File: src/rtl/adam_axil_ram_arb_pkg.sv
// Shared types for the two-port AXI-Lite arbiter: FSM states and granted request type.
package adam_axil_arb_pkg;

  typedef enum logic [2:0] {
    IDLE,
    WR,
    WB,
    RD,
    RB,
    PAUSED
  } state_t;

  typedef enum logic {
    WRITE,
    READ
  } req_type_t;

endpackage

File: src/rtl/adam_axil_ram_arb_if.sv
// AXI-Lite bus bundle; master modport drives addresses/data, slave modport drives readys/responses.
interface adam_axil_ram_arb_if #(
  parameter int ADDR_WIDTH = 32,
  parameter int DATA_WIDTH = 32
);
  localparam int STRB_WIDTH = DATA_WIDTH / 8;

  logic [ADDR_WIDTH-1:0] aw_addr;
  logic [2:0]            aw_prot;
  logic                  aw_valid;
  logic                  aw_ready;
  logic [DATA_WIDTH-1:0] w_data;
  logic [STRB_WIDTH-1:0] w_strb;
  logic                  w_valid;
  logic                  w_ready;
  logic [1:0]            b_resp;
  logic                  b_valid;
  logic                  b_ready;
  logic [ADDR_WIDTH-1:0] ar_addr;
  logic [2:0]            ar_prot;
  logic                  ar_valid;
  logic                  ar_ready;
  logic [DATA_WIDTH-1:0] r_data;
  logic [1:0]            r_resp;
  logic                  r_valid;
  logic                  r_ready;

  modport master (
    output aw_addr, aw_prot, aw_valid, input aw_ready,
    output w_data, w_strb, w_valid, input w_ready,
    input b_resp, b_valid, output b_ready,
    output ar_addr, ar_prot, ar_valid, input ar_ready,
    input r_data, r_resp, r_valid, output r_ready
  );

  modport slave (
    input aw_addr, aw_prot, aw_valid, output aw_ready,
    input w_data, w_strb, w_valid, output w_ready,
    output b_resp, b_valid, input b_ready,
    input ar_addr, ar_prot, ar_valid, output ar_ready,
    output r_data, r_resp, r_valid, input r_ready
  );
endinterface

File: src/rtl/adam_axil_ram_arb_rr_arb2.sv
// Two-input round-robin picker: the port other than `last` wins unless only `last` is requesting.
module adam_rr_arb2 (
  input  logic [1:0] req,
  input  logic       last,
  output logic       gnt
);

  always_comb begin
    gnt = ~last;
    if (!req[~last] && req[last]) gnt = last;
  end

endmodule

File: src/rtl/adam_axil_ram_arb.sv
// Two-port AXI-Lite arbiter: one whole write or read at a time, round-robin grant,
// pause acknowledged only from an idle point.
module adam_axil_ram_arb
  import adam_axil_arb_pkg::*;
#(
  parameter int ADDR_WIDTH = 32,
  parameter int DATA_WIDTH = 32
) (
  input  logic                       clk,
  input  logic                       rst_n,
  input  logic                       pause_req,
  output logic                       pause_ack,
  adam_axil_ram_arb_if.slave         slv0,
  adam_axil_ram_arb_if.slave         slv1,
  adam_axil_ram_arb_if.master        mst
);
  localparam int STRB_WIDTH = DATA_WIDTH / 8;

  state_t    state_reg, state_next;
  logic      last_reg, last_next;
  logic      gnt_reg, gnt_next;
  logic      aw_done_reg, aw_done_next;
  logic      w_done_reg, w_done_next;
  logic      pick;
  req_type_t pick_type;

  logic [1:0]            aw_valid_s, w_valid_s, ar_valid_s, b_ready_s, r_ready_s;
  logic [1:0]            wr_req, any_req;
  logic [ADDR_WIDTH-1:0] aw_addr_s [2];
  logic [ADDR_WIDTH-1:0] ar_addr_s [2];
  logic [2:0]            aw_prot_s [2];
  logic [2:0]            ar_prot_s [2];
  logic [DATA_WIDTH-1:0] w_data_s  [2];
  logic [STRB_WIDTH-1:0] w_strb_s  [2];

  assign aw_valid_s = {slv1.aw_valid, slv0.aw_valid};
  assign w_valid_s  = {slv1.w_valid,  slv0.w_valid};
  assign ar_valid_s = {slv1.ar_valid, slv0.ar_valid};
  assign b_ready_s  = {slv1.b_ready,  slv0.b_ready};
  assign r_ready_s  = {slv1.r_ready,  slv0.r_ready};
  assign aw_addr_s  = '{slv0.aw_addr, slv1.aw_addr};
  assign ar_addr_s  = '{slv0.ar_addr, slv1.ar_addr};
  assign aw_prot_s  = '{slv0.aw_prot, slv1.aw_prot};
  assign ar_prot_s  = '{slv0.ar_prot, slv1.ar_prot};
  assign w_data_s   = '{slv0.w_data,  slv1.w_data};
  assign w_strb_s   = '{slv0.w_strb,  slv1.w_strb};

  // Within a port a complete write (AW and W both valid) takes precedence over a read.
  assign wr_req    = aw_valid_s & w_valid_s;
  assign any_req   = wr_req | ar_valid_s;
  assign pick_type = wr_req[pick] ? WRITE : READ;

  adam_rr_arb2 u_rr (
    .req  (any_req),
    .last (last_reg),
    .gnt  (pick)
  );

  logic wr_st, wb_st, rd_st, rb_st, aw_fwd, w_fwd;
  logic aw_hs, w_hs, b_hs, ar_hs, r_hs;

  assign wr_st  = (state_reg == WR);
  assign wb_st  = (state_reg == WB);
  assign rd_st  = (state_reg == RD);
  assign rb_st  = (state_reg == RB);
  assign aw_fwd = wr_st && !aw_done_reg;
  assign w_fwd  = wr_st && !w_done_reg;

  assign mst.aw_valid = aw_fwd && aw_valid_s[gnt_reg];
  assign mst.aw_addr  = aw_fwd ? aw_addr_s[gnt_reg] : '0;
  assign mst.aw_prot  = aw_fwd ? aw_prot_s[gnt_reg] : '0;
  assign mst.w_valid  = w_fwd && w_valid_s[gnt_reg];
  assign mst.w_data   = w_fwd ? w_data_s[gnt_reg] : '0;
  assign mst.w_strb   = w_fwd ? w_strb_s[gnt_reg] : '0;
  assign mst.b_ready  = wb_st && b_ready_s[gnt_reg];
  assign mst.ar_valid = rd_st && ar_valid_s[gnt_reg];
  assign mst.ar_addr  = rd_st ? ar_addr_s[gnt_reg] : '0;
  assign mst.ar_prot  = rd_st ? ar_prot_s[gnt_reg] : '0;
  assign mst.r_ready  = rb_st && r_ready_s[gnt_reg];

  assign aw_hs = mst.aw_valid && mst.aw_ready;
  assign w_hs  = mst.w_valid && mst.w_ready;
  assign b_hs  = mst.b_valid && mst.b_ready;
  assign ar_hs = mst.ar_valid && mst.ar_ready;
  assign r_hs  = mst.r_valid && mst.r_ready;

  logic [1:0]            sel, aw_ready_p, w_ready_p, ar_ready_p, b_valid_p, r_valid_p;
  logic [1:0]            b_resp_p [2];
  logic [1:0]            r_resp_p [2];
  logic [DATA_WIDTH-1:0] r_data_p [2];

  for (genvar gi = 0; gi < 2; gi++) begin : g_port
    assign sel[gi]        = (gnt_reg == 1'(gi));
    assign aw_ready_p[gi] = aw_fwd && sel[gi] && mst.aw_ready;
    assign w_ready_p[gi]  = w_fwd && sel[gi] && mst.w_ready;
    assign ar_ready_p[gi] = rd_st && sel[gi] && mst.ar_ready;
    assign b_valid_p[gi]  = wb_st && sel[gi] && mst.b_valid;
    assign r_valid_p[gi]  = rb_st && sel[gi] && mst.r_valid;
    assign b_resp_p[gi]   = (wb_st && sel[gi]) ? mst.b_resp : '0;
    assign r_resp_p[gi]   = (rb_st && sel[gi]) ? mst.r_resp : '0;
    assign r_data_p[gi]   = (rb_st && sel[gi]) ? mst.r_data : '0;
  end

  assign slv0.aw_ready = aw_ready_p[0];
  assign slv0.w_ready  = w_ready_p[0];
  assign slv0.ar_ready = ar_ready_p[0];
  assign slv0.b_valid  = b_valid_p[0];
  assign slv0.b_resp   = b_resp_p[0];
  assign slv0.r_valid  = r_valid_p[0];
  assign slv0.r_resp   = r_resp_p[0];
  assign slv0.r_data   = r_data_p[0];
  assign slv1.aw_ready = aw_ready_p[1];
  assign slv1.w_ready  = w_ready_p[1];
  assign slv1.ar_ready = ar_ready_p[1];
  assign slv1.b_valid  = b_valid_p[1];
  assign slv1.b_resp   = b_resp_p[1];
  assign slv1.r_valid  = r_valid_p[1];
  assign slv1.r_resp   = r_resp_p[1];
  assign slv1.r_data   = r_data_p[1];

  // Ack drops combinationally with the request so the requester never sees a stale ack.
  assign pause_ack = (state_reg == PAUSED) && pause_req;

  always_comb begin
    state_next   = state_reg;
    last_next    = last_reg;
    gnt_next     = gnt_reg;
    aw_done_next = aw_done_reg;
    w_done_next  = w_done_reg;
    case (state_reg)
      IDLE: begin
        if (pause_req) begin
          state_next = PAUSED;
        end else if (|any_req) begin
          gnt_next   = pick;
          last_next  = pick;
          state_next = (pick_type == WRITE) ? WR : RD;
        end
      end
      WR: begin
        aw_done_next = aw_done_reg || aw_hs;
        w_done_next  = w_done_reg || w_hs;
        if (aw_done_next && w_done_next) begin
          aw_done_next = 1'b0;
          w_done_next  = 1'b0;
          state_next   = WB;
        end
      end
      WB:      if (b_hs) state_next = IDLE;
      RD:      if (ar_hs) state_next = RB;
      RB:      if (r_hs) state_next = IDLE;
      PAUSED:  if (!pause_req) state_next = IDLE;
      default: state_next = IDLE;
    endcase
  end

  always_ff @(posedge clk or negedge rst_n) begin
    if (!rst_n) begin
      state_reg   <= IDLE;
      last_reg    <= 1'b1;
      gnt_reg     <= 1'b0;
      aw_done_reg <= 1'b0;
      w_done_reg  <= 1'b0;
    end else begin
      state_reg   <= state_next;
      last_reg    <= last_next;
      gnt_reg     <= gnt_next;
      aw_done_reg <= aw_done_next;
      w_done_reg  <= w_done_next;
    end
  end

endmodule
File: src/flat_wrapper.sv
// flat-port wrapper written by rule: the top's interface ports become plain ports
module adam_axil_ram_arb_flat import adam_axil_arb_pkg::*;
#(
  parameter int ADDR_WIDTH = 32,
  parameter int DATA_WIDTH = 32
)
  (clk, rst_n, pause_req, pause_ack, slv0_aw_addr, slv0_aw_prot, slv0_aw_valid, slv0_aw_ready, slv0_w_data, slv0_w_strb, slv0_w_valid, slv0_w_ready, slv0_b_resp, slv0_b_valid, slv0_b_ready, slv0_ar_addr, slv0_ar_prot, slv0_ar_valid, slv0_ar_ready, slv0_r_data, slv0_r_resp, slv0_r_valid, slv0_r_ready, slv1_aw_addr, slv1_aw_prot, slv1_aw_valid, slv1_aw_ready, slv1_w_data, slv1_w_strb, slv1_w_valid, slv1_w_ready, slv1_b_resp, slv1_b_valid, slv1_b_ready, slv1_ar_addr, slv1_ar_prot, slv1_ar_valid, slv1_ar_ready, slv1_r_data, slv1_r_resp, slv1_r_valid, slv1_r_ready, mst_aw_addr, mst_aw_prot, mst_aw_valid, mst_aw_ready, mst_w_data, mst_w_strb, mst_w_valid, mst_w_ready, mst_b_resp, mst_b_valid, mst_b_ready, mst_ar_addr, mst_ar_prot, mst_ar_valid, mst_ar_ready, mst_r_data, mst_r_resp, mst_r_valid, mst_r_ready);
  adam_axil_ram_arb_if #(.ADDR_WIDTH(ADDR_WIDTH), .DATA_WIDTH(DATA_WIDTH)) slv0_i ();
  adam_axil_ram_arb_if #(.ADDR_WIDTH(ADDR_WIDTH), .DATA_WIDTH(DATA_WIDTH)) slv1_i ();
  adam_axil_ram_arb_if #(.ADDR_WIDTH(ADDR_WIDTH), .DATA_WIDTH(DATA_WIDTH)) mst_i ();
  input  logic clk;
  input  logic rst_n;
  input  logic pause_req;
  output logic pause_ack;
  input wire logic [$bits(slv0_i.aw_addr)-1:0] slv0_aw_addr;
  input wire logic [$bits(slv0_i.aw_prot)-1:0] slv0_aw_prot;
  input wire logic [$bits(slv0_i.aw_valid)-1:0] slv0_aw_valid;
  output wire logic [$bits(slv0_i.aw_ready)-1:0] slv0_aw_ready;
  input wire logic [$bits(slv0_i.w_data)-1:0] slv0_w_data;
  input wire logic [$bits(slv0_i.w_strb)-1:0] slv0_w_strb;
  input wire logic [$bits(slv0_i.w_valid)-1:0] slv0_w_valid;
  output wire logic [$bits(slv0_i.w_ready)-1:0] slv0_w_ready;
  output wire logic [$bits(slv0_i.b_resp)-1:0] slv0_b_resp;
  output wire logic [$bits(slv0_i.b_valid)-1:0] slv0_b_valid;
  input wire logic [$bits(slv0_i.b_ready)-1:0] slv0_b_ready;
  input wire logic [$bits(slv0_i.ar_addr)-1:0] slv0_ar_addr;
  input wire logic [$bits(slv0_i.ar_prot)-1:0] slv0_ar_prot;
  input wire logic [$bits(slv0_i.ar_valid)-1:0] slv0_ar_valid;
  output wire logic [$bits(slv0_i.ar_ready)-1:0] slv0_ar_ready;
  output wire logic [$bits(slv0_i.r_data)-1:0] slv0_r_data;
  output wire logic [$bits(slv0_i.r_resp)-1:0] slv0_r_resp;
  output wire logic [$bits(slv0_i.r_valid)-1:0] slv0_r_valid;
  input wire logic [$bits(slv0_i.r_ready)-1:0] slv0_r_ready;
  input wire logic [$bits(slv1_i.aw_addr)-1:0] slv1_aw_addr;
  input wire logic [$bits(slv1_i.aw_prot)-1:0] slv1_aw_prot;
  input wire logic [$bits(slv1_i.aw_valid)-1:0] slv1_aw_valid;
  output wire logic [$bits(slv1_i.aw_ready)-1:0] slv1_aw_ready;
  input wire logic [$bits(slv1_i.w_data)-1:0] slv1_w_data;
  input wire logic [$bits(slv1_i.w_strb)-1:0] slv1_w_strb;
  input wire logic [$bits(slv1_i.w_valid)-1:0] slv1_w_valid;
  output wire logic [$bits(slv1_i.w_ready)-1:0] slv1_w_ready;
  output wire logic [$bits(slv1_i.b_resp)-1:0] slv1_b_resp;
  output wire logic [$bits(slv1_i.b_valid)-1:0] slv1_b_valid;
  input wire logic [$bits(slv1_i.b_ready)-1:0] slv1_b_ready;
  input wire logic [$bits(slv1_i.ar_addr)-1:0] slv1_ar_addr;
  input wire logic [$bits(slv1_i.ar_prot)-1:0] slv1_ar_prot;
  input wire logic [$bits(slv1_i.ar_valid)-1:0] slv1_ar_valid;
  output wire logic [$bits(slv1_i.ar_ready)-1:0] slv1_ar_ready;
  output wire logic [$bits(slv1_i.r_data)-1:0] slv1_r_data;
  output wire logic [$bits(slv1_i.r_resp)-1:0] slv1_r_resp;
  output wire logic [$bits(slv1_i.r_valid)-1:0] slv1_r_valid;
  input wire logic [$bits(slv1_i.r_ready)-1:0] slv1_r_ready;
  output wire logic [$bits(mst_i.aw_addr)-1:0] mst_aw_addr;
  output wire logic [$bits(mst_i.aw_prot)-1:0] mst_aw_prot;
  output wire logic [$bits(mst_i.aw_valid)-1:0] mst_aw_valid;
  input wire logic [$bits(mst_i.aw_ready)-1:0] mst_aw_ready;
  output wire logic [$bits(mst_i.w_data)-1:0] mst_w_data;
  output wire logic [$bits(mst_i.w_strb)-1:0] mst_w_strb;
  output wire logic [$bits(mst_i.w_valid)-1:0] mst_w_valid;
  input wire logic [$bits(mst_i.w_ready)-1:0] mst_w_ready;
  input wire logic [$bits(mst_i.b_resp)-1:0] mst_b_resp;
  input wire logic [$bits(mst_i.b_valid)-1:0] mst_b_valid;
  output wire logic [$bits(mst_i.b_ready)-1:0] mst_b_ready;
  output wire logic [$bits(mst_i.ar_addr)-1:0] mst_ar_addr;
  output wire logic [$bits(mst_i.ar_prot)-1:0] mst_ar_prot;
  output wire logic [$bits(mst_i.ar_valid)-1:0] mst_ar_valid;
  input wire logic [$bits(mst_i.ar_ready)-1:0] mst_ar_ready;
  input wire logic [$bits(mst_i.r_data)-1:0] mst_r_data;
  input wire logic [$bits(mst_i.r_resp)-1:0] mst_r_resp;
  input wire logic [$bits(mst_i.r_valid)-1:0] mst_r_valid;
  output wire logic [$bits(mst_i.r_ready)-1:0] mst_r_ready;
  assign slv0_i.aw_addr = slv0_aw_addr;
  assign slv0_i.aw_prot = slv0_aw_prot;
  assign slv0_i.aw_valid = slv0_aw_valid;
  assign slv0_aw_ready = slv0_i.aw_ready;
  assign slv0_i.w_data = slv0_w_data;
  assign slv0_i.w_strb = slv0_w_strb;
  assign slv0_i.w_valid = slv0_w_valid;
  assign slv0_w_ready = slv0_i.w_ready;
  assign slv0_b_resp = slv0_i.b_resp;
  assign slv0_b_valid = slv0_i.b_valid;
  assign slv0_i.b_ready = slv0_b_ready;
  assign slv0_i.ar_addr = slv0_ar_addr;
  assign slv0_i.ar_prot = slv0_ar_prot;
  assign slv0_i.ar_valid = slv0_ar_valid;
  assign slv0_ar_ready = slv0_i.ar_ready;
  assign slv0_r_data = slv0_i.r_data;
  assign slv0_r_resp = slv0_i.r_resp;
  assign slv0_r_valid = slv0_i.r_valid;
  assign slv0_i.r_ready = slv0_r_ready;
  assign slv1_i.aw_addr = slv1_aw_addr;
  assign slv1_i.aw_prot = slv1_aw_prot;
  assign slv1_i.aw_valid = slv1_aw_valid;
  assign slv1_aw_ready = slv1_i.aw_ready;
  assign slv1_i.w_data = slv1_w_data;
  assign slv1_i.w_strb = slv1_w_strb;
  assign slv1_i.w_valid = slv1_w_valid;
  assign slv1_w_ready = slv1_i.w_ready;
  assign slv1_b_resp = slv1_i.b_resp;
  assign slv1_b_valid = slv1_i.b_valid;
  assign slv1_i.b_ready = slv1_b_ready;
  assign slv1_i.ar_addr = slv1_ar_addr;
  assign slv1_i.ar_prot = slv1_ar_prot;
  assign slv1_i.ar_valid = slv1_ar_valid;
  assign slv1_ar_ready = slv1_i.ar_ready;
  assign slv1_r_data = slv1_i.r_data;
  assign slv1_r_resp = slv1_i.r_resp;
  assign slv1_r_valid = slv1_i.r_valid;
  assign slv1_i.r_ready = slv1_r_ready;
  assign mst_aw_addr = mst_i.aw_addr;
  assign mst_aw_prot = mst_i.aw_prot;
  assign mst_aw_valid = mst_i.aw_valid;
  assign mst_i.aw_ready = mst_aw_ready;
  assign mst_w_data = mst_i.w_data;
  assign mst_w_strb = mst_i.w_strb;
  assign mst_w_valid = mst_i.w_valid;
  assign mst_i.w_ready = mst_w_ready;
  assign mst_i.b_resp = mst_b_resp;
  assign mst_i.b_valid = mst_b_valid;
  assign mst_b_ready = mst_i.b_ready;
  assign mst_ar_addr = mst_i.ar_addr;
  assign mst_ar_prot = mst_i.ar_prot;
  assign mst_ar_valid = mst_i.ar_valid;
  assign mst_i.ar_ready = mst_ar_ready;
  assign mst_i.r_data = mst_r_data;
  assign mst_i.r_resp = mst_r_resp;
  assign mst_i.r_valid = mst_r_valid;
  assign mst_r_ready = mst_i.r_ready;
  adam_axil_ram_arb #(.ADDR_WIDTH(ADDR_WIDTH), .DATA_WIDTH(DATA_WIDTH)) u_core (.clk(clk), .rst_n(rst_n), .pause_req(pause_req), .pause_ack(pause_ack), .slv0(slv0_i), .slv1(slv1_i), .mst(mst_i));
endmodule
File: config.mk
export PLATFORM = sky130hd
export DESIGN_NAME = adam_axil_ram_arb_flat
export DESIGN_NICKNAME = d
export VERILOG_FILES = /design/src/rtl/adam_axil_ram_arb_pkg.sv /design/src/rtl/adam_axil_ram_arb_if.sv /design/src/rtl/adam_axil_ram_arb_rr_arb2.sv /design/src/rtl/adam_axil_ram_arb.sv /design/src/flat_wrapper.sv
export SDC_FILE = /design/constraint.sdc
export NUM_CORES = 1
export LEC_CHECK = 0
export CORE_AREA = 2 2 178 180
export DETAILED_ROUTE_END_ITERATION = 10
export DIE_AREA = 0 0 180 182
export GPL_TIMING_DRIVEN = 0
export PLACE_DENSITY_LB_ADDON = 0.15
export SYNTH_ARGS = -nofsm -noshare
export SYNTH_HDL_FRONTEND = slang
export SYNTH_SLANG_ARGS = --single-unit
File: constraint.sdc
create_clock -name clk -period 2.25 [get_ports clk]
set_input_delay 0.5625 -clock clk [delete_from_list [all_inputs] [get_ports clk]]
set_output_delay 0.5625 -clock clk [all_outputs]
set_load 0.1 [all_outputs]
# --- Word-level counts from Yosys, hierarchy flattened ---
# Cells that the tools add are included.
totals:
  ff_bits: 7
  word_cells: 129
classes:
  order_cmp: 5
  eq_ne: 11
  n_mux: 58
  bitwise: 6
  reduce_logical: 44
op_table:
  columns: ["op", "n"]
  rows:
  - ["$mux 32", 14]
  - ["$mux 3", 15]
  - ["$logic_and 1x1->1", 35]
  - ["$mux 1", 19]
  - ["$pmux 3 s6", 1]
  - ["$mux 4", 4]
  - ["$mux 2", 5]
  - ["$ne 2x2->1 const B", 5]
  - ["$lt 1x2->1 const B", 4]
  - ["$eq 3x2->1 const B", 2]
  - ["$eq 3x3->1 const B", 2]
  - ["$reduce_and 6->1", 1]
  - ["$eq 3x1->1 const B", 1]
  - ["$logic_not 1->1", 3]
  - ["$logic_not 3->1", 1]
  - ["$ne 3x2->1 const B", 1]
  - ["$not 1->1", 3]
  - ["$reduce_and 3->1", 1]
  - ["$and 2x2->2", 1]
  - ["$ge 2x2->1 const B", 1]
  - ["$logic_or 1x1->1", 2]
  - ["$not 1->2", 1]
  - ["$or 2x2->2", 1]
  - ["$reduce_or 2->1", 1]

# --- Logic depth before layout (Yosys ltp) ---
# Gate-level depths: netlist of run 1.
depth:
  word_depth: 13
  depth_mapped: 7
  ltp_nobuf: 5

# --- Hierarchy ---
# From an unflattened synthesis of run 1, not the netlist that was laid out.
unflattened:
  cells_unflattened: 404
  area_unflattened_um2: 2718.9
by_module_without_submodules:
  columns: ["module", "n_inst", "cells_each", "area_per_inst_um2"]
  rows:
  - ["adam_axil_ram_arb", 1, 401, 2703.8]
  - ["adam_rr_arb2", 1, 3, 15.0]

# --- Least setup slack after synthesis of run 1 ---
# Ideal clock, no wire load.
synth_timing:
  path_kind: "register to output"
  startpoint: "reg u_core.state_reg[2]"
  endpoint: "out slv0_ar_ready"
  arrival_time_ns: 3.236
  required_time_ns: 1.688
  path_slack_ns: -1.548
  path_stages_with_launch: 5
  cell_sequence: "dfrtp_1 -> clkbuf_1 -> nor2b_1 -> nand2_1 -> nor3b_1"
synth_between:
  elab_chain_len: 3
synth_rtl:
  columns: ["item", "line", "text"]
  rows:
  - ["from (decl)", "adam_axil_ram_arb.sv:19", "state_t state_reg, state_next;"]
  - ["from (signal assigned)", "adam_axil_ram_arb.sv:165", "state_reg <= state_next;"]
  - ["$eq 3x2->1", "adam_axil_ram_arb.sv:64", "assign rd_st = (state_reg == RD);"]
  - ["$logic_and 1x1->1 (2 in series)", "adam_axil_ram_arb.sv:96", "assign ar_ready_p[gi] = rd_st && sel[gi] && mst.ar_ready;"]
  - ["to (decl)", "flat_wrapper.sv:29", "output wire logic [$bits(slv0_i.ar_ready)-1:0] slv0_ar_ready;"]
# Every way passes these cells.

# --- Worst setup path after layout of run 1 ---
layout_timing:
  startpoint: "reg u_core.state_reg[2]"
  endpoint: "out mst_w_data[11]"
layout_between:
  elab_chain_len: 3
layout_rtl:
  columns: ["item", "line", "text"]
  rows:
  - ["$eq 3x1->1", "adam_axil_ram_arb.sv:62", "assign wr_st = (state_reg == WR);"]
  - ["$logic_and 1x1->1", "adam_axil_ram_arb.sv:67", "assign w_fwd = wr_st && !w_done_reg;"]
  - ["$mux 32", "adam_axil_ram_arb.sv:73", "assign mst.w_data = w_fwd ? w_data_s[gnt_reg] : '0;"]
  - ["to (decl)", "flat_wrapper.sv:57", "output wire logic [$bits(mst_i.w_data)-1:0] mst_w_data;"]
# Every way passes these cells.

==> run summary, run 1 <==
status - complete, but fails checks
violated checks - setup timing
Clock Skews - 3.51 ps
DR iter-0 viols - 95
Worst Hold Class - flip-flop to flip-flop
DRC viols - 0
GRT Total Usage - 12.7%
library cell used as clock root buffer - clkbuf_16
category of the worst setup path launch point - flip-flop
clock slew seen by the registers of the worst setup and hold paths - 40 ps
maximum operating frequency - 380 MHz
reported max-cap violation count - 0
H-tree Lvls - 1
row count - 65
fraction of the mapped netlist area in adder cells - 0%
async set-reset flop share out of synthesis - 100%
die outline height - 182 um
commonest cells after routing, fill and taps aside - 265 x clkdlybuf4s50_1, 178 x buf_12, 72 x a22o_4
area share of xor/xnor cells in the synthesized design - 0%
Synth top area share - 26.7%
dominant cell type by area after synthesis - a22o_1
Horiz. Die Dim - 180 um
register bit total from synthesis - 7
number of global-route vias before repair - 4996
area share of and/or/nand/nor cells after synthesis - 35.6%
count of warnings emitted by yosys - 0
post-synthesis cell count - 332
number of standard cells in the final layout excluding fillers - 1251
Worst EP required - 1690 ps
count of endpoints failing hold in the final timing report - 0
Critical Path AT - 2070 ps
total via count after detailed routing - 4677
starting density of the core - 7.74%
CTS tree - built
net count after synthesis - 598
EDFF count, synth - 0
leakage power of the design - 4.79 nW
Worst Path Max Fanout - 5
average wire length per cell after detail routing - 17.9 um
number of antenna violations at the first check in global routing - 3
Final #Nets - 1114
area growth from synthesis to layout - 379%
CTS buffer count - 3
Min Clock Period, post-route - 2630 ps
core footprint - 31000 sq um
count of hold buffers inserted by post-cts repair - 0
total power divided by cell area - 1080 nW/um^2
maximum clock insertion buffer count - 2
number of primary I/O pins - 460
Mapped Avg Cell Area - 7.22 sq um
insertion delay to the later sink of the worst-skew pair - 240 ps
Cells after DPL - 1193
sum of internal, switching and leakage power - 12.4 mW
predominant post-synthesis flop cell - dfrtp_1
Slew Limit Headroom - 73.7%
global-route wire length before repair - 31900 um
Post-DP HPWL - 18300 um
Area contributors post-synth - a22o_1 27%, and2_1 19%, mux2i_1 16%
pin count of the biggest net entering global routing - 12
fraction of the mapped netlist area in compound gates - 32.2%
startpoint-to-endpoint class of the critical path - flip-flop to output pin
Worst Hold Margin - 531 ps
total gr overflow - 0
weighted congestion reported at the end of routability-driven placement - 0.763
TritonRoute pass-1 iters - 4
Max Transition Viols Final - 0
total die area - 32800 sq um
post-detailed-route count of antenna-violating nets - 0
Yosys cell types - 37
Post-Syn Area - 2400 sq um
quantity of I/O buffers inserted on ports - 459
flip-flop count of the largest register, all copies and words added - 3
Worst Setup End Kind - output pin
final critical-path setup slack - -379 ps
leading cell type in the layout, fill and taps excluded - clkdlybuf4s50_1
worst vdd rail ir drop - 413 uV
number of sinks on the clock net - 7
main combinational cell family by area after synthesis - simple AND/OR/NAND/NOR gates
filler instances - 3008
fraction of final layout cells with drive strength greater than 1 - 58.9%
period utilization - 117%
RSZ-0062 raised after global routing - true
sequential element share of the synthesized area - 7.36%
multiplexer fraction of the synthesized cell area - 17.7%
final setup violating endpoints - 174
ratio of routed vias to standard cells - 3.74
slew at the pin closest to its max-slew limit - 393 ps
post-detailed-routing wire length - 22300 um
[Yosys cell counts, types with 2 or more instances]
cell type and n:
a211o_1 2, a21oi_1 8, a22o_1 73, and2_1 74
buf_2 7, buf_4 6, clkbuf_1 19, dfrtp_1 6
mux2_1 2, mux2_2 2, mux2i_1 38, nand2_1 10
nand2b_1 3, nor2_1 48, nor2b_1 3, nor3_1 6
nor3_2 2, o21ai_0 3, or3b_1 2
[layer usage]
metal | track usage (%) | wire (um) | part of all wire [%]
met1 | 13.6 | 7860 | 35
met2 | 25.4 | 12700 | 57
met3 | 3.05 | 1680 | 7.5
met4 | 1.95 | 92 | 0.41
met5 | 0 | 20 | 0.089
[cell type report]
class / instances / area [sq um] / area share (%)
diodes: 2 / 5.00 / 0.0435
plain buffers: 28 / 440 / 3.83
clock buffers: 4 / 78.8 / 0.686
inverters: 1 / 3.75 / 0.0327
multi-input cells: 291 / 3280 / 28.6
flip-flops and latches: 7 / 178 / 1.55
well taps: 402 / 503 / 4.38
repair buffers: 516 / 7000 / 60.9
[worst paths after layout]
kind,from,end,slack (ps),cells after the start
hold / removal,u_core.last_reg,u_core.last_reg,530,2
setup / recovery,u_core.state_reg[2],mst_w_data[11],-380,7
min in group asynchronous,rst_n,u_core.gnt_reg,620,1
setup reg to reg,u_core.gnt_reg,u_core.state_reg[2],180,7
hold reg to reg,u_core.last_reg,u_core.last_reg,530,2
max in group asynchronous,rst_n,u_core.last_reg,1320,1
[timing repair]
action                     4_1_cts  5_1_grt
gates resized for setup       1592      247
setup endpoints to repair      194      195
gates cloned                    11        2
buffers inserted                32       18
pin swaps                       26       28
[power breakdown]
group          internal [mW]  switching, mW  total (mW)  leakage [nW]
Sequential             0.189         0.0654       0.255        0.0840
Combinational           4.81           7.03        11.8          4.67
Clock                  0.236         0.0748       0.311        0.0382
Total                   5.24           7.17        12.4          4.79
[cells by family after synthesis]
kind of cell / after synthesis
buffers and inverters: 35
DFF: 7
and+or+nand+nor: 155
muxes: 42
AOI/OAI and AO/OA: 93
[through the flow]
stage	setup WS [ps]	setup TNS (ps)	cell area (sq um)	utilization (%)
detailed placement	-1520	-250750	8660	27.9
global placement	-1550	-251730	8660	27.9
finish	-379	-32080	11500	37.1
floorplan	-328	-17510	3560	-
CTS	-482	-58060	10800	34.7
global route	-453	-43620	11500	37.1
[critical path, cell delays in order (launching register included)]
cell     delay [ps]
dfrtp_2         430
or3b_4          430
nor3b_4         260
buf_6           180
buf_12          120
buf_16          110
a22o_4          120
buf_12          160
Note: power is estimated with default switching activity, not from simulation.
==> inputs of run 2 (changes only) <==
CAP_MARGIN = 30   (was unset)
CORE_AREA = 2 2 179 181   (was 2 2 178 180)
DIE_AREA = 0 0 181 183   (was 0 0 180 182)
clock period = 2.83 ns   (was 2.25 ns; I/O delays follow)
==> run 2 against run 1 <==
- the run now ends clean
- non-clock buffer count decreased by 38
- sequential share of layout area increased by 0.58 points
- combinational power decreased by 39%
==> run summary, run 2 (same netlist as run 1, synthesis figures left out) <==
filler instances - 3353
number of primary I/O pins - 460
Non-Filler Cell Area, Final - 8350 sq um
slew at the pin closest to its max-slew limit - 567 ps
H-tree Lvls - 1
Max Transition Viols Final - 0
core footprint - 31200 sq um
relative contribution of sequential cells to total power - 2.6%
area growth from synthesis to layout - 248%
total gr overflow - 0
cells along the critical path - or3b_4 > nor3b_4 > buf_6 > buf_6 > buf_8 > buf_6 > and2_4 > buf_12
maximum clock insertion buffer count - 2
startpoint-to-endpoint class of the critical path - flip-flop to output pin
post-detailed-routing wire length - 19700 um
worst vdd rail ir drop - 340 uV
average wire length per cell after detail routing - 16.3 um
Cell Int Power - 2.56 mW
DR iter-0 viols - 98
RSZ-0062 raised after global routing - true
Worst Hold Class - flip-flop to flip-flop
number of sinks on the clock net - 7
Worst Setup End Kind - output pin
reported max-cap violation count - 0
final setup violating endpoints - 0
number of antenna violations at the first check in global routing - 5
count of hold buffers inserted by post-cts repair - 0
leakage power of the design - 3.70 nW
Min Clock Period, post-route - 2780 ps
quantity of I/O buffers inserted on ports - 459
Clock Skews - 1.87 ps
fraction of final layout cells with drive strength greater than 1 - 41.6%
Slowest Stage Delay on Critical Path - 450 ps
ratio of routed vias to standard cells - 3.66
TNS Setup - 0 ps
period utilization - 98.2%
global-route wire length before repair - 28200 um
pin count of the biggest net entering global routing - 11
die outline height - 183 um
commonest cells after routing, fill and taps aside - 265 x clkdlybuf4s50_1, 84 x buf_4, 71 x and2_1
maximum operating frequency - 360 MHz
TritonRoute pass-1 iters - 4
starting density of the core - 7.68%
Clk pwr share - 3.2%
Placed Area - 7750 sq um
library cell contributing the largest single delay on the critical path - or3b_4
count of endpoints failing hold in the final timing report - 0
switching portion of total power - 66.5%
weighted congestion reported at the end of routability-driven placement - 0.722
Slew Limit Headroom - 62.4%
Final #Nets - 1075
Post-DP HPWL - 17100 um
category of the worst setup path launch point - flip-flop
number of global-route vias before repair - 4682
status - finished, final reports clean
CTS tree - built
CTS buffer count - 3
clock slew seen by the registers of the worst setup and hold paths - 40 ps
Worst EP required - 2120 ps
GRT Total Usage - 11.0%
switching power of the nets - 5.07 mW
Horiz. Die Dim - 181 um
sum of internal, switching and leakage power - 7.64 mW
logic gate share of total power - 94.2%
row count - 65
Crit path top cell by count - buf_6
flip-flop count of the largest register, all copies and words added - 3
Worst Path Max Fanout - 5
total power divided by cell area - 915 nW/um^2
leading cell type in the layout, fill and taps excluded - clkdlybuf4s50_1
insertion delay to the later sink of the worst-skew pair - 230 ps
library cell used as clock root buffer - clkbuf_16
Critical Path AT - 2070 ps
post-detailed-route count of antenna-violating nets - 0
total via count after detailed routing - 4432
total die area - 33100 sq um
DRC viols - 0
## run 2: cell count changes in the layout (fill, tap and decap cells not counted), sizes merged
cell | previous run | this run
buf | 261 | 218
clkbuf | 22 | 20
clkdlybuf4s15 | 0 | 5
clkdlybuf4s18 | 0 | 2
nor2 | 49 | 48
## run 2: layout make-up
class,count,area (sq um),area share (%)
timing repair buffer,475,4920,59.0
multi-input combinational,290,2400,28.7
tap,402,503,6.03
buffer,31,255,3.06
sequential,7,178,2.13
clock buffer,4,78.8,0.945
antenna,2,5.00,0.0600
inverter,1,3.75,0.0450
## run 2: critical path: cells and delay by family, from the launching register on
family,cells,cell delay [ps]
flip-flops,1,420
AND/OR/NAND/NOR,3,790
buffers and inverters,5,620
## run 2: stage by stage
stage / hold slack, ps / util, % / std cells / setup slack [ps]
2_1_floorplan: 412 / - / 332 / -451
3_3_place_gp: 522 / 24.4 / 1193 / -1480
3_5_place_dp: 520 / 24.8 / 1198 / -1440
4_1_cts: 524 / 26.3 / 1211 / -92.3
5_1_grt: 554 / 26.7 / 1212 / -36.5
6_report: 524 / 26.7 / 1212 / 49.5
## run 2: per-layer routing
metal | track usage, % | wire length [um] | vias up
met5 | 0 | 45 | -
met3 | 3.83 | 2280 | 10
met1 | 11.2 | 6860 | 1978
met2 | 21.7 | 10500 | 280
met4 | 1.79 | 72 | 6
li1 | - | - | 2158
## run 2: power by group through the flow
stage               Combinational [mW]  Clock [mW]  Sequential, mW
floorplan                         4.94           0           0.179
global placement                  6.71           0           0.187
detailed placement                6.75           0           0.187
CTS                               7.21       0.246           0.195
global route                      7.47       0.252           0.206
finish                            7.19       0.245           0.198
## run 2: what timing repair did
item | 4_1_cts | 5_1_grt
setup buffers | 14 | 1
cloned | 1 | 0
resized for setup | 1291 | 55
endpoints found under the setup margin | 194 | 151
pin swaps | 7 | 2
## run 2: worst paths after layout
path	startpoint	end	slack [ps]	depth (start not counted)
min	u_core.last_reg	u_core.last_reg	520	2
min reg2reg	u_core.last_reg	u_core.last_reg	520	2
max in group asynchronous	rst_n	u_core.last_reg	1780	1
max	u_core.state_reg[2]	slv1_w_ready	50	8
max reg2reg	u_core.gnt_reg	u_core.state_reg[2]	890	6
min in group asynchronous	rst_n	u_core.aw_done_reg	750	1
==> inputs of run 3 (changes only) <==
GPL_ROUTABILITY_DRIVEN = 0   (was unset)
==> results of run 3 <==
Same layout as run 2: the final DEF is identical, and so are final timing and power.
